===== src/rtl/maxpool2x2_stream.sv =====
// maxpool2x2_stream
//   Streaming 2x2 / stride-2 signed max-pool over one raster-ordered plane.
//   The maxima of horizontal pairs in even rows go into a half-width line
//   buffer. Odd rows combine their own pair maxima with the buffered values.
//   Ports:
//     clk, rst                      clock, synchronous active-high reset
//     in_valid/in_ready/in_data     input pixel stream
//     in_last                       last input pixel of the plane
//     out_valid/out_ready/out_data  pooled pixel stream
//     out_last                      last pooled pixel of the plane
//     err_last                      sticky in_last / position mismatch flag
module maxpool2x2_stream #(
  parameter int DATA_W = 16,
  parameter int IMG_W  = 256,
  parameter int IMG_H  = 256
) (
  input  logic              clk,
  input  logic              rst,
  input  logic              in_valid,
  output logic              in_ready,
  input  logic [DATA_W-1:0] in_data,
  input  logic              in_last,
  output logic              out_valid,
  input  logic              out_ready,
  output logic [DATA_W-1:0] out_data,
  output logic              out_last,
  output logic              err_last
);
  localparam int CW = $clog2(IMG_W);
  localparam int RW = $clog2(IMG_H);
  localparam int AW = (IMG_W > 2) ? $clog2(IMG_W/2) : 1;

  logic [CW-1:0]     col;
  logic [RW-1:0]     row;
  logic [DATA_W-1:0] hold;
  logic [DATA_W-1:0] linebuf [IMG_W/2];

  logic              accept, col_end, row_end, plane_end, load;
  logic [AW-1:0]     lb_idx;
  logic [DATA_W-1:0] lb_rd, hmax, pooled;

  assign in_ready  = !out_valid || out_ready;
  assign accept    = in_valid && in_ready;
  assign col_end   = (col == CW'(IMG_W-1));
  assign row_end   = (row == RW'(IMG_H-1));
  assign plane_end = col_end && row_end;
  // Pixels 2k and 2k+1 of a row share line buffer slot k.
  assign lb_idx    = AW'(col >> 1);
  assign lb_rd     = linebuf[lb_idx];
  assign hmax      = ($signed(hold) > $signed(in_data)) ? hold : in_data;
  assign pooled    = ($signed(lb_rd) > $signed(hmax)) ? lb_rd : hmax;
  assign load      = accept && col[0] && row[0];

  always_ff @(posedge clk) begin
    if (rst) begin
      col       <= '0;
      row       <= '0;
      hold      <= '0;
      out_valid <= 1'b0;
      out_data  <= '0;
      out_last  <= 1'b0;
      err_last  <= 1'b0;
    end else begin
      if (accept) begin
        if (!col[0]) hold <= in_data;
        // Flag only; the counters keep tracking the internal position.
        if (in_last != plane_end) err_last <= 1'b1;
        if (col_end) begin
          col <= '0;
          row <= row_end ? '0 : row + 1'b1;
        end else begin
          col <= col + 1'b1;
        end
      end
      // A fresh pooled value takes priority over draining the register.
      if (load) begin
        out_valid <= 1'b1;
        out_data  <= pooled;
        out_last  <= plane_end;
      end else if (out_valid && out_ready) begin
        out_valid <= 1'b0;
      end
    end
  end

  // The line buffer is not reset: every slot is written in an even row
  // before the odd row that follows reads it.
  always_ff @(posedge clk) begin
    if (!rst && accept && col[0] && !row[0]) linebuf[lb_idx] <= hmax;
  end
endmodule


===== config.mk =====
export PLATFORM = sky130hd
export DESIGN_NAME = maxpool2x2_stream
export DESIGN_NICKNAME = d
export VERILOG_FILES = /design/src/rtl/maxpool2x2_stream.sv
export SDC_FILE = /design/constraint.sdc
export NUM_CORES = 2
export LEC_CHECK = 0
export BUFFER_PORTS_ARGS = -buffer_cell sky130_fd_sc_hd__buf_2
export CORE_MARGIN = 2
export CORE_UTILIZATION = 40
export CTS_BUF_LIST = sky130_fd_sc_hd__clkbuf_2
export CTS_CLUSTER_SIZE = 8
export DETAILED_ROUTE_END_ITERATION = 7
export GPL_TIMING_DRIVEN = 0
export PLACE_DENSITY = 0.64
export SETUP_SLACK_MARGIN = 0.05
export SLEW_MARGIN = 20
export SYNTH_ARGS = -nofsm -noshare
export SYNTH_HDL_FRONTEND = slang
export SYNTH_SLANG_ARGS = --single-unit
export TNS_END_PERCENT = 20

===== constraint.sdc =====
create_clock -name clk -period 5.81 [get_ports clk]
set_input_delay 1.162 -clock clk [delete_from_list [all_inputs] [get_ports clk]]
set_output_delay 1.162 -clock clk [all_outputs]
set_load 0.05 [all_outputs]

==> flow_metrics.tcl <==
set metrics [dict create \
    gp_congestion 0.978 \
    synth_edf_count 2048 \
    relSlewSlack_pct 15.6 \
    critPathKind "reg -> reg" \
    clock_sinks 2106 \
    critPathCaptureType "flip-flop" \
    syn_area_sq_mm 0.0830 \
    initial_core_util_pct 40.2 \
    hold_ws_ns 0.279 \
    clk_latency_ns 1.89 \
    die_width_um 459 \
    p_seq_share_pct 59.4 \
    irDropWorstVdd_mv 0.165 \
    skew_ns 0.195 \
    min_period_ns 5.83 \
    ant_nets 0 \
    max_stage_delay_ns 0.55 \
    crit_required_ns 7.56 \
    cts.root.buffer_cell "clkbuf_2" \
    power.internal_w 0.0214 \
    p_sw_share_pct 25.7 \
    cp.arrival_ns 7.57 \
    viasPerCell 5.93 \
    synth_top_cells_by_area "edfxtp_1 74%, mux4_2 9.3%, mux2i_1 4.2%" \
    final_common_cell "edfxtp_1" \
    hold_viol_final 0 \
    post-route-period-util_pct 100 \
    synth_top_area_cell "edfxtp_1" \
    io_buffers 40 \
    min_path_type "in -> reg" \
    finalWorstSetupSlack_ns -0.0171 \
    synthFlopType "edfxtp_1" \
    cp_top_family "simple AND/OR/NAND/NOR gates" \
    firstDrtPassIters 6 \
    wl_um 255000 \
    syn_inst 4245 \
    ff2ff_setup_slack_ns -0.02 \
    violations "negative setup slack" \
    status "finished with violations" \
    cp-start-kind "flip-flop" \
    synth_nets 4300 \
    synthArstFlopShare_pct 0 \
    io_pins 41 \
    cp_common_cell "clkbuf_2" \
    coreArea_sq_mm 0.207 \
    p_comb_share_pct 7.0 \
    p_switching_w 0.00737 \
    path_buf_inv 5 \
    grt_max_degree 81 \
    p_leak_nw 30.1 \
    vias 47800 \
    antenna_found_initial 15 \
    die_area_sq_mm 0.211 \
    yosysUniqueCellTypes 74 \
    yosys_warnings 0 \
    area_growth_syn_to_layout_pct 14.0 \
    finalNetCount 5060 \
    p_total_w 0.0287 \
    grt_pass1_wl_um 353000 \
    postSynthAreaPerCell_sq_um 19.5 \
    cts_tree "built" \
    ys_seq_elements 2106 \
    power.density_mw_per_mm2 304 \
    clkPwrFrac_pct 33.6 \
    grt_overflow_total 0 \
    yosysTopAreaCellShare_pct 74.1 \
    grt_use_total_pct 23.9 \
    hpwlAfterDp_um 173000 \
    finalSetupViolCount 1 \
    grt_pass1_vias 47400 \
    yosysSeqAreaShare_pct 75.5 \
    cts_buffers 544 \
    h-tree-depth 6 \
    rsz0062_at_grt "no" \
    cap_violations 0 \
    die_y_um 459 \
    final-max-slew-violation-count 0 \
    cts.clk_slew.worst_paths_ns 0.12 \
    critical_path.cell_chain "buf_2, nand2b_1, clkbuf_1, clkbuf_4, clkbuf_2, o221ai_1, nor3_1, nor3_2, and4_1, and2_1, ha_1, a21oi_1, o21ai_0, o2bb2ai_1, or4_1, nand2_1, clkbuf_2, nand4_1, o211ai_1" \
    drc 0 \
    worstMarginPinSlew_ns 1.27 \
    cts_buffer_depth 4 \
    critPathMaxFanout 10 \
    drt_iter0_drc 6369 \
    detail_route.wl_per_cell_um 31.7 \
    final_cell_mix "2048 x edfxtp_1, 817 x clkbuf_2, 346 x mux2i_1, 341 x mux4_2, 147 x nor3_1" \
    drive_above_1_share_pct 33.3 \
    timing.fmax_mhz 172 \
    rows 167 \
    slowest_stage "nor3_1" \
]
[per-stage QoR]
stage                     instance area (sq um)  utilization [%]  instances  setup TNS, ns  setup WS [ns]
final                                     94600             45.8       8050        -0.0171        -0.0171
after global routing                      94600             45.8       8047              0         0.0474
after CTS                                 94300             45.6       8036              0         0.0522
after detailed placement                  88900             43.0       7116         -14.09          -1.03
after global placement                    86600             41.9       6989       -2840.80          -2.02
after floorplan                           83000                -       4245              0         0.0506
[repair_timing]
action / 4_1_cts / 5_1_grt
pin swaps: 0 / 2
hold endpoints to repair: 70 / 0
resized for setup: 133 / 80
hold buffers: 45 / 0
buffers inserted: 0 / 3
setup endpoints to repair: 16 / 16
[metal layers]
layer / track usage (%) / part of all wire, % / vias to the layer above
met5: 0 / 0.024 / -
li1: - / - / 19500
met2: 37.1 / 47 / 2904
met3: 6.49 / 10 / 564
met4: 11.0 / 4.7 / 8
met1: 31.3 / 38 / 24800
[synthesized netlist by cell type, drive strengths merged, types with 3 or more instances]
master   instances
a2111oi         17
a211oi           5
a21boi          13
a21o            17
a21oi           51
a221oi          35
a22o            12
a22oi            3
and2            19
and3             3
and4            16
buf            129
clkbuf         122
dfxtp           58
edfxtp        2048
ha              34
inv             39
mux2            10
mux2i          346
mux4           349
nand2           97
nand2b           5
nand3           14
nand3b          21
nand4           30
nand4b           6
nor2           180
nor2b            6
nor3           171
nor3b           14
nor4            46
o211ai          17
o21ai           25
o221ai          93
o22ai          109
o31ai           17
or2              4
or3             23
or4              4
xnor2            3
xor2             9
[worst reg2reg max path: cells and delay by family, from the launching register on]
kind,cells,cell delay [ns]
adders and majority gates,1,0.17
DFF,1,0.35
AOI/OAI and AO/OA,5,0.85
buffers and inverters,5,1.93
and+or+nand+nor,8,2.34
[flip-flops by register name (all words and copies together), names as in the netlist, named ones only]
signal and flops:
linebuf 2048, hold 16, out_data 16, col 8, row 8, err_last 1, out_last 1, out_valid 1
[cell families (layout without fill, tap and decap cells)]
| group | count (synthesis) | after routing | synth area share (%) |
|---|---|---|---|
| AOI/OAI and AO/OA | 433 | 433 | 3.87 |
| xor gates and xnor gates | 12 | 12 | 0.127 |
| adders and majority gates | 34 | 34 | 0.513 |
| buffers and inverters | 290 | 1380 | 2.08 |
| DFF | 2106 | 2106 | 75.5 |
| muxes | 705 | 705 | 13.8 |
| other | 0 | 11 | 0 |
| and+or+nand+nor | 665 | 665 | 4.09 |
[area by class of cell]
class | count | area (sq um)
inverter | 39 | 220
sequential | 2106 | 62700
antenna | 11 | 27.5
tap | 2704 | 3380
multi-input combinational | 1849 | 19800
clock buffer | 770 | 3850
buffer | 250 | 1680
clock inverter | 106 | 523
timing repair buffer | 215 | 2450
fill | 17700 | 112000
[final timing paths]
kind / start / endpoint / cells after the start
max: flip-flop / out_data[11] / 19
min: in_data[0] / out_data[0] / 4
max reg2reg: flip-flop / out_data[11] / 19
min reg2reg: hold[12] / hold[12] / 2
[power groups by stage]
stage | logic (W) | clock network (W) | registers, W
2_1_floorplan | 0.00107 | 0 | 0.0175
3_3_place_gp | 0.00177 | 0 | 0.0176
3_5_place_dp | 0.00196 | 0 | 0.0174
4_1_cts | 0.00199 | 0.00979 | 0.0171
5_1_grt | 0.00210 | 0.0105 | 0.0171
6_report | 0.00200 | 0.00966 | 0.0171
(Power assumes the default switching activity.)
